## config.mk

```make
export PLATFORM = sky130hd
export DESIGN_NAME = cpu_controller
export DESIGN_NICKNAME = d
export VERILOG_FILES = /design/src/rtl/cpu_controller.sv
export SDC_FILE = /design/constraint.sdc
export NUM_CORES = 1
export LEC_CHECK = 0
export BUFFER_PORTS_ARGS = -buffer_cell sky130_fd_sc_hd__buf_4
export CAP_MARGIN = 20
export CORE_ASPECT_RATIO = 1.1
export CORE_MARGIN = 2
export CORE_UTILIZATION = 43
export CTS_CLUSTER_DIAMETER = 50
export DETAILED_ROUTE_END_ITERATION = 10
export GPL_ROUTABILITY_DRIVEN = 0
export PLACE_DENSITY = 0.78
export SLEW_MARGIN = 20
export SYNTH_ARGS = -nofsm -noshare
export SYNTH_HDL_FRONTEND = slang
export SYNTH_SLANG_ARGS = --single-unit
```

## constraint.sdc

```tcl
create_clock -name clk -period 1.5 [get_ports clk]
set_input_delay 0.3 -clock clk [delete_from_list [all_inputs] [get_ports clk]]
set_output_delay 0.3 -clock clk [all_outputs]
set_load 0.05 [all_outputs]
```

## src/rtl/cpu_controller.sv

```systemverilog
// Moore control FSM for a small register-file/ALU datapath.
// Holds the instruction register and sequences operand fetch, ALU and writeback.
module cpu_controller (
    input  logic        clk,
    input  logic        reset,
    input  logic        s,
    input  logic        load,
    input  logic [15:0] in,
    output logic        w,
    output logic [2:0]  readnum,
    output logic [2:0]  writenum,
    output logic [3:0]  vsel,
    output logic        loada,
    output logic        loadb,
    output logic        loadc,
    output logic        loads,
    output logic        write,
    output logic        asel,
    output logic        bsel,
    output logic [1:0]  shift,
    output logic [1:0]  ALUop,
    output logic [15:0] sximm5,
    output logic [15:0] sximm8
);

    typedef enum logic [2:0] {
        StWait,
        StDecode,
        StGetA,
        StGetB,
        StAlu,
        StWriteReg,
        StWriteImm
    } state_e;

    state_e      state_q, state_d;
    logic [15:0] ir_q;

    logic [2:0] opcode, rn, rd, rm;
    logic [1:0] op, sh;
    logic       is_mov_imm, is_mov_reg, is_alu, is_cmp, is_mvn;

    assign opcode = ir_q[15:13];
    assign op     = ir_q[12:11];
    assign rn     = ir_q[10:8];
    assign rd     = ir_q[7:5];
    assign sh     = ir_q[4:3];
    assign rm     = ir_q[2:0];

    assign is_mov_imm = (opcode == 3'b110) && (op == 2'b10);
    assign is_mov_reg = (opcode == 3'b110) && (op == 2'b00);
    assign is_alu     = (opcode == 3'b101);
    assign is_cmp     = is_alu && (op == 2'b01);
    assign is_mvn     = is_alu && (op == 2'b11);

    assign sximm5 = {{11{ir_q[4]}}, ir_q[4:0]};
    assign sximm8 = {{8{ir_q[7]}}, ir_q[7:0]};

    always_ff @(posedge clk) begin
        if (reset) begin
            state_q <= StWait;
            ir_q    <= 16'h0000;
        end else begin
            state_q <= state_d;
            // IR only accepts a new word while idle, so a running instruction is stable.
            if (load && (state_q == StWait)) begin
                ir_q <= in;
            end
        end
    end

    always_comb begin
        state_d = state_q;
        case (state_q)
            StWait:     if (s) state_d = StDecode;
            StDecode: begin
                if (is_mov_imm)               state_d = StWriteImm;
                else if (is_mov_reg || is_mvn) state_d = StGetB;
                else if (is_alu)              state_d = StGetA;
                else                          state_d = StWait;
            end
            StGetA:     state_d = StGetB;
            StGetB:     state_d = StAlu;
            StAlu:      state_d = is_cmp ? StWait : StWriteReg;
            StWriteReg: state_d = StWait;
            StWriteImm: state_d = StWait;
            default:    state_d = StWait;
        endcase
    end

    always_comb begin
        w        = 1'b0;
        readnum  = 3'd0;
        writenum = 3'd0;
        vsel     = 4'b0000;
        loada    = 1'b0;
        loadb    = 1'b0;
        loadc    = 1'b0;
        loads    = 1'b0;
        write    = 1'b0;
        asel     = 1'b0;
        bsel     = 1'b0;
        shift    = 2'b00;
        ALUop    = 2'b00;
        case (state_q)
            StWait: w = 1'b1;
            StGetA: begin
                readnum = rn;
                loada   = 1'b1;
            end
            StGetB: begin
                readnum = rm;
                loadb   = 1'b1;
            end
            StAlu: begin
                // Single-operand ops zero the A input so the ALU passes/inverts B.
                asel  = is_mov_reg || is_mvn;
                loadc = 1'b1;
                loads = is_cmp;
                shift = sh;
                ALUop = is_mov_reg ? 2'b00 : op;
            end
            StWriteReg: begin
                vsel     = 4'b1000;
                writenum = rd;
                write    = 1'b1;
            end
            StWriteImm: begin
                vsel     = 4'b0010;
                writenum = rn;
                write    = 1'b1;
            end
            default: ;
        endcase
    end

endmodule
```

==> results of run 1 <==
per-layer routing:
metal	wire [um]	vias to the layer above	track usage, %
met2	1830	59	36.6
li1	-	573	-
met4	25	0	5.92
met5	0	-	0
met3	225	2	3.50
met1	1300	558	23.9
area by class of cell:
type | count | area, sq um
Sequential cell | 19 | 394
Clock buffer | 3 | 22.5
Timing Repair Buffer | 83 | 778
Inverter | 3 | 11.3
Tap cell | 33 | 41.3
Clock inverter | 1 | 5.00
Fill cell | 203 | 754
Multi-Input combinational cell | 94 | 746
layout by cell type (no fill, tap or decap), drive strengths merged:
cell      n
or3b      1
nor3b     1
a21o      1
nand3     1
a2bb2oi   1
nand3b    1
nor4      1
nor2b     3
and2      4
a31oi     2
inv       3
a22o      6
a21oi    19
clkbuf    4
or3       1
clkinv    1
conb      3
o21a      1
dfxtp    19
and3      4
buf      82
nand2b    1
nand2    35
nor2      4
a211o     1
nor3      2
and3b     1
sequential cells by signal, indices dropped and copies added (netlist names):
| signal | flops |
|---|---|
| ir_q | 16 |
| state_q | 3 |
per-stage QoR:
step	cell area (sq um)	setup TNS (ps)	hold slack [ps]	utilization, %
after CTS	1880	-2060	229	68.3
after floorplan	1310	-1380	436	-
final	2000	-2030	244	72.6
after global placement	1640	0	458	59.5
after global routing	2000	-3740	217	72.6
after detailed placement	1640	0	465	59.5
report_power, final:
part | leakage, nW | internal [W] | switching, W
Combinational | 0.776 | 0.000189 | 0.000358
Sequential | 0.159 | 0.000534 | 0.0000388
Clock | 0.0177 | 0.0000992 | 0.000152
worst min-delay path by stage:
| stage | startpoint | end | depth (start not counted) |
|---|---|---|---|
| finish | in[0] | ir_q[0] | 3 |
| global route | in[11] | ir_q[11] | 3 |
| CTS | in[5] | ir_q[5] | 3 |
| detailed placement | ir_q[6] | ir_q[6] | 2 |
| global placement | ir_q[6] | ir_q[6] | 2 |
| floorplan | in[5] | ir_q[5] | 2 |
cells by family (layout without fill, tap and decap cells):
group / after synthesis / count (layout) / share of synthesized area, %
buffers and inverters: 44 / 90 / 25.7
DFF: 19 / 19 / 30.7
other: 1 / 3 / 0.303
and+or+nand+nor: 60 / 60 / 24.7
AOI/OAI and AO/OA: 31 / 31 / 18.6
synth_stat cells (2+ instances only):
library cell	n	share of area [%]
a31oi_1	2	1.0
buf_4	35	21
a21oi_1	9	3.6
nor2b_1	3	1.5
buf_2	2	0.81
nand2_1	35	11
inv_1	2	0.61
nor2_1	3	0.91
dfxtp_1	19	31
and2_1	4	2.0
a22o_1	6	4.2
and3_1	4	2.0
a21oi_2	10	7.1
worst max-delay path: stages, from the launching register on:
cell	delay [ps]
dfxtp_4	380
nor2b_2	160
and2_4	160
a22o_4	220
buf_8	140
timing repair:
item | in CTS | in global routing
setup buffers | 5 | 0
pin swaps | 12 | 13
setup endpoints to repair | 18 | 44
hold buffers | 0 | 0
gates cloned | 0 | 1
resized for setup | 46 | 26
==> results.yml, run 1 <==
status:
  status: "finished, violations left"
  violations: "setup timing"
power:
  power_density_nw_per_um2: 686
  p_total_w: 0.00137
  p_leak_nw: 0.953
  ir_drop_mv: 0.570
yosys:
  synth_edf_count: 0
  ys_ff_latch: 19
  synth_cells: 155
  synthFlopType: "dfxtp_1"
  synth.avg_cell_area_sq_um: 7.98
  ys_warn_count: 0
  syn-cell-area_sq_um: 1240
  ys_types: 34
  seq_area_frac_synth_pct: 30.7
  synth_async_sr_flop_share_pct: 0
route:
  remaining_drc_errors: 0
  vias: 1192
  postRouteAntennaNets: 0
  wire_per_inst_um: 14.3
  drt-pass1-iter-count: 4
  wl_um: 3390
  vias_per_cell: 5.05
  drt_iter0_drc: 12
global_route:
  grt_pass1_wl_um: 4890
  grtUsageTotal_pct: 20.3
  grt_pass1_vias: 1089
  overflow: 0
  grt_max_degree: 18
  antenna_found_initial: 0
clocking:
  clockBufferDepth: 2
  cts_max_level: 1
  clock_sinks: 19
  clkTransAtPathRegs_ps: 110
  tritoncts: "done"
  cts_inserted_buffers: 3
  clk_latency_ps: 290
  clockRootBuffer: "clkbuf_4"
floorplan:
  die_h_um: 60.3
  die_w_um: 55.2
  rows: 20
  coreArea_sq_um: 2750
  die-area_sq_um: 3320
  num_io_pins: 74
  start_util_pct: 45.0
finish:
  fin_cells: 236
  nets: 224
  drive_gt1_share_pct: 73.4
  diodes: 0
  syn_to_final_growth_pct: 61.5
critical_path:
  crit_arrival_ps: 1360
  path_max_fanout: 5
  required_ps: 1200
  reg2reg_from: "state_q[1]"
  timing_worst_setup_path_type: "register to output pin"
  critPathLaunchType: "register"
  crit_path_end_kind: "output pin"
  reg2reg_slack_ps: 30
  reg2reg_depth: 7
  endpoint: "writenum[1]"
  timing.rr.end: "ir_q[14]"
  critPathLaunch: "state_q[0]"
sta:
  fin_worst_skew_ps: 5.50
  setup_viol: 16
  min_period_ps: 1660
  slew_viol_final: 0
  worst_slack_ps: -157
  finalCritPeriodShare_pct: 110
  rsz0062_at_grt: "yes"
  max_freq_mhz: 604
  hold_violations: 0
placement:
  place_inst: 226
  hpwlAfterDp_um: 2240
  dp_slack_ps: 60.3
  port_buffers: 70
job:
  maxCapViolations: 0
hold_path:
  hold_path.class: "input pin to register"
Note: power is estimated with default switching activity, not from simulation.
==> inputs of run 2 (changes only) <==
--- a/config.mk
+++ b/config.mk
@@ -7,13 +7,16 @@
 export LEC_CHECK = 0
 export BUFFER_PORTS_ARGS = -buffer_cell sky130_fd_sc_hd__buf_4
 export CAP_MARGIN = 20
+export CELL_PAD_IN_SITES_DETAIL_PLACEMENT = 1
+export CELL_PAD_IN_SITES_GLOBAL_PLACEMENT = 2
 export CORE_ASPECT_RATIO = 1.1
 export CORE_MARGIN = 2
-export CORE_UTILIZATION = 43
+export CORE_UTILIZATION = 23
+export CTS_BUF_LIST = sky130_fd_sc_hd__clkbuf_2
 export CTS_CLUSTER_DIAMETER = 50
 export DETAILED_ROUTE_END_ITERATION = 10
 export GPL_ROUTABILITY_DRIVEN = 0
-export PLACE_DENSITY = 0.78
+export PLACE_DENSITY = 0.8
 export SLEW_MARGIN = 20
 export SYNTH_ARGS = -nofsm -noshare
 export SYNTH_HDL_FRONTEND = slang
==> run 2 against run 1 <==
  * The flow still finishes with violations (setup timing)
  * Count of clock-buffer cells in the layout is the same
  * Sequential power up 1%
  * Maximum frequency shrank 4.3%
  * Clock skew increased by 16 ps
  * Combinational power fell by 1%
  * Global-route usage decreased by 7.8 points
  * Sequential share of layout area is 0.20 points lower
  * Critical path type unchanged
==> results.yml, run 2 (synthesized netlist as in run 1, its figures left out) <==
status:
  status: "finished, violations left"
  violations: "setup timing"
clocking:
  cts_inserted_buffers: 3
  tritoncts: "done"
  clkTransAtPathRegs_ps: 200
  clockRootBuffer: "clkbuf_2"
  clockBufferDepth: 2
  cts_max_level: 1
  clk_latency_ps: 320
  clock_sinks: 19
power:
  seq_power_share_pct: 43.0
  p_switching_w: 0.000561
  swShare_pct: 41.7
  pwr-share-clk_pct: 16.9
  p_leak_nw: 0.932
  ir_drop_mv: 0.254
  power_density_nw_per_um2: 653
  p_int_w: 0.000786
  p_comb_share_pct: 40.1
  p_total_w: 0.00135
finish:
  fin_cells: 280
  top_register: "ir_q"
  multi_input_area_sq_um: 751
  layout_common_cells: "buf_4, nand2_1, a21oi_2"
  nFillCells: 631
  seq_area_sq_um: 403
  diodes: 0
  syn_to_final_growth_pct: 66.7
  finish.utilization_pct: 39.0
  drive_gt1_share_pct: 75.1
  final_common_cell: "buf_4"
  reg_top3: "ir_q: 16 flops, state_q: 3 flops"
  largest_reg_flops: 16
  nets: 226
  postLayoutCellArea_sq_um: 2060
critical_path:
  critPathLaunchType: "register"
  crit_arrival_ps: 1430
  cp_num_buf_inv: 1
  reg2reg_from: "state_q[1]"
  path_max_fanout: 6
  crit_path_end_kind: "output pin"
  required_ps: 1200
  endpoint: "writenum[1]"
  critPathLaunch: "state_q[1]"
  timing_worst_setup_path_type: "register to output pin"
  max_stage_delay_ps: 420
  timing.rr.end: "ir_q[11]"
  cp.depth: 4
  reg2reg_slack_ps: 20
  crit_family: "flip-flops"
  critPathSlowestCell: "dfxtp_4"
  crit_path_cell_trace: "nor2b_4 -> and2_4 -> a22o_4 -> buf_8"
  reg2reg_depth: 7
global_route:
  grt_pass1_wl_um: 5780
  overflow: 0
  grt_max_degree: 18
  grt_pass1_vias: 1179
  grtUsageTotal_pct: 12.5
  antenna_found_initial: 0
floorplan:
  die_w_um: 73.9
  start_util_pct: 23.4
  die_h_um: 80.9
  coreArea_sq_um: 5290
  rows: 28
  num_io_pins: 74
  die-area_sq_um: 5980
route:
  vias_per_cell: 4.24
  vias: 1188
  drt_iter0_drc: 19
  drt-pass1-iter-count: 4
  postRouteAntennaNets: 0
  wire_per_inst_um: 13.7
  remaining_drc_errors: 0
  wl_um: 3850
sta:
  fin_worst_skew_ps: 21.4
  setup_tns_ps: -2500
  max_freq_mhz: 578
  setup_viol: 19
  worst_slack_ps: -231
  hold_violations: 0
  rsz0062_at_grt: "yes"
  finalCritPeriodShare_pct: 115
  slew_viol_final: 0
  min_period_ps: 1730
placement:
  dpl-instance-area_sq_um: 1710
  port_buffers: 70
  hpwlAfterDp_um: 2710
  place_inst: 270
job:
  maxCapViolations: 0
hold_path:
  hold_path.class: "input pin to register"
run 2: changes by cell type in the layout (fill, tap and decap cells not counted), sizes merged:
cell | previous run | this run
buf | 82 | 84
run 2: worst register-to-register path, cell delays in order, from the launching register on:
cell       delay [ps]
dfxtp_4           420
buf_4             160
nor3_4            190
buf_6             130
and2_4            170
clkbuf_16         170
nand2_2            50
a21oi_2           100
run 2: layout make-up:
cell class / instances / share of cell area, %
repair buffers: 85 / 38.0
clock inverters: 1 / 0.243
multi-input cells: 94 / 36.4
well taps: 75 / 4.55
clock buffers: 3 / 0.728
flip-flops and latches: 19 / 19.5
inverters: 3 / 0.546
run 2: repair_timing:
item                       4_1_cts  5_1_grt
hold endpoints to repair         0        0
gates cloned                     0        1
pin swaps                       11        6
hold buffers                     0        0
setup endpoints to repair       37       40
gates resized for setup         60       17
setup buffers                    4        1
run 2: through the flow:
| stage | hold WS (ps) | worst slack, ps |
|---|---|---|
| 2_1_floorplan | 436 | -189 |
| 3_3_place_gp | 468 | 76.2 |
| 3_5_place_dp | 467 | 51.1 |
| 4_1_cts | 169 | -228 |
| 5_1_grt | 171 | -279 |
| 6_report | 181 | -231 |
run 2: how the worst min path moves through the flow:
stage	from	depth (start not counted)	to	slack, ps
floorplan	in[5]	2	ir_q[5]	440
global placement	ir_q[6]	2	ir_q[6]	470
detailed placement	ir_q[6]	2	ir_q[6]	470
CTS	in[7]	3	ir_q[7]	170
global route	in[4]	3	ir_q[4]	170
finish	in[7]	3	ir_q[7]	180
run 2: layer usage:
layer | track usage, % | part of all wire [%] | vias to the layer above
li1 | - | - | 580
met4 | 3.27 | 0.44 | 0
met5 | 0 | 0 | -
met2 | 22.0 | 49 | 46
met3 | 2.85 | 6.6 | 2
met1 | 15.1 | 43 | 560
run 2: power groups by stage:
stage | registers, W | clock network, W | logic (W)
after global routing | 0.000588 | 0.000259 | 0.000568
after global placement | 0.000581 | 0 | 0.000492
after CTS | 0.000582 | 0.000240 | 0.000514
after detailed placement | 0.000583 | 0 | 0.000495
after floorplan | 0.000576 | 0 | 0.000409
final | 0.000580 | 0.000227 | 0.000540
==> inputs of run 3 (changes only) <==
==> constraint.sdc (replaced) <==
create_clock -name clk -period 1.5 [get_ports clk]
set_input_delay 0.225 -clock clk [delete_from_list [all_inputs] [get_ports clk]]
set_output_delay 0.225 -clock clk [all_outputs]
set_load 0.05 [all_outputs]
==> run 3 against run 2 <==
  * The flow still finishes with violations (setup timing)
  * Setup slack improved by 87 ps
  * Sequential share of layout area up 0.62 points
  * Count of clock-buffer cells in the layout rose by 1
  * Critical path depth unchanged
  * Maximum frequency rose by 5.3%
  * Critical endpoint unchanged
==> results.yml, run 3 (synthesized netlist as in run 1, its figures left out) <==
route:
  postRouteAntennaNets: 0
  vias_per_cell: 4.26
  vias: 1181
  drt_iter0_drc: 31
  remaining_drc_errors: 0
  wl_um: 3690
  wire_per_inst_um: 13.3
  drt-pass1-iter-count: 4
clocking:
  clkTransAtPathRegs_ps: 190
  holdBufCountCts: 0
  tritoncts: "done"
  clockRootBuffer: "clkbuf_2"
  clk_latency_ps: 310
  clockBufferDepth: 2
  cts_inserted_buffers: 3
  clock_sinks: 19
  cts_max_level: 1
job:
  maxCapViolations: 0
hold_path:
  hold_path.class: "input pin to register"
floorplan:
  start_util_pct: 23.4
  rows: 28
  die-area_sq_um: 5980
  die_h_um: 80.9
  coreArea_sq_um: 5290
  die_w_um: 73.9
  num_io_pins: 74
finish:
  drive_gt1_share_pct: 72.8
  layout_common_cells: "buf_4, nand2_1, buf_8"
  largest_reg_flops: 16
  top_register: "ir_q"
  reg_top3: "ir_q: 16 flops, state_q: 3 flops"
  diodes: 0
  syn_to_final_growth_pct: 62.6
  nets: 223
  final_common_cell: "buf_4"
  finish.utilization_pct: 38.0
sta:
  worst_slack_ps: -143
  rsz0062_at_grt: "yes"
  min_period_ps: 1640
  finalCritPeriodShare_pct: 110
  fin_worst_skew_ps: 13.1
  setup_viol: 16
  slew_viol_final: 0
  hold_violations: 0
  max_freq_mhz: 608
critical_path:
  crit_path_end_kind: "output pin"
  crit_arrival_ps: 1420
  critPathLaunchType: "register"
  crit_path_cell_trace: "nor2b_4 -> and2_4 -> a22o_4 -> buf_8"
  timing_worst_setup_path_type: "register to output pin"
  cp.depth: 4
  critPathSlowestCell: "dfxtp_4"
  max_stage_delay_ps: 420
  critPathLaunch: "state_q[1]"
  path_max_fanout: 6
  timing.rr.end: "state_q[2]"
  endpoint: "writenum[1]"
  reg2reg_from: "state_q[1]"
  reg2reg_depth: 5
  required_ps: 1270
  crit_family: "flip-flops"
  reg2reg_slack_ps: 120
  cp_num_buf_inv: 1
global_route:
  grt_max_degree: 18
  grt_pass1_vias: 1151
  grtUsageTotal_pct: 12.5
  overflow: 0
  grt_pass1_wl_um: 5860
  antenna_found_initial: 0
power:
  ir_drop_mv: 0.307
  pwr-share-clk_pct: 17.5
  swShare_pct: 41.2
  p_switching_w: 0.000544
  power_density_nw_per_um2: 655
  p_leak_nw: 0.910
  p_comb_share_pct: 38.5
  p_int_w: 0.000775
  seq_power_share_pct: 43.9
status:
  status: "finished, violations left"
  violations: "setup timing"
placement:
  port_buffers: 70
  dp_slack_ps: 68.2
  hpwlAfterDp_um: 2600
run 3: changes by cell type in the layout (fill, tap and decap cells not counted), moves of 2 or more:
cell	previous run	this run
a21oi_1	5	9
buf_6	7	4
buf_8	12	15
a21oi_2	14	10
buf_4	64	62
run 3: worst min path at each step:
stage / start / endpoint / slack (ps) / cells after the start
after floorplan: in[5] / ir_q[5] / 360 / 2
after global placement: ir_q[6] / ir_q[6] / 470 / 2
after detailed placement: ir_q[6] / ir_q[6] / 470 / 2
after CTS: in[8] / ir_q[8] / 100 / 3
after global routing: in[0] / ir_q[0] / 90 / 3
final: in[4] / ir_q[4] / 130 / 3
run 3: per-layer routing:
layer / GRT usage, % / wire (um) / share of wire, %
met5: 0 / 0 / 0
met4: 3.27 / 23 / 0.62
met3: 2.48 / 281 / 7.6
met2: 22.0 / 1830 / 50
met1: 15.5 / 1560 / 42
run 3: worst register-to-register path, cell delays in order (launching register included):
cell,delay (ps)
dfxtp_4,420
nor2_4,230
buf_4,180
inv_2,30
a211o_1,330
a21oi_1,130
run 3: stage by stage:
step                      instance area, sq um  std cells  power, W  TNS [ps]  hold slack, ps
after detailed placement                  1640        264   0.00106         0             469
final                                     2010        277   0.00132     -1280             130
after floorplan                           1290        157  0.000983     -1000             361
after global placement                    1640        264   0.00106         0             470
after global routing                      2010        277   0.00140     -2930            94.8
after CTS                                 1920        278   0.00134     -1830             102
run 3: repair_timing:
action	4_1_cts	5_1_grt
gates cloned	0	0
buffers inserted	10	0
setup endpoints to repair	21	44
pin swaps	9	4
resized for setup	49	28
run 3: layout make-up:
class | instances | area (sq um)
multi-input cells | 94 | 726
repair buffers | 82 | 756
flip-flops and latches | 19 | 405
inverters | 3 | 11.3
fillers | 625 | 3280
clock buffers | 4 | 20.0
well taps | 75 | 93.8
run 3: power by group through the flow:
stage | clock [W] | combinational [W] | sequential (W)
after floorplan | 0 | 0.000409 | 0.000574
after global placement | 0 | 0.000475 | 0.000584
after detailed placement | 0 | 0.000479 | 0.000585
after CTS | 0.000254 | 0.000507 | 0.000578
after global routing | 0.000273 | 0.000538 | 0.000587
final | 0.000231 | 0.000508 | 0.000579
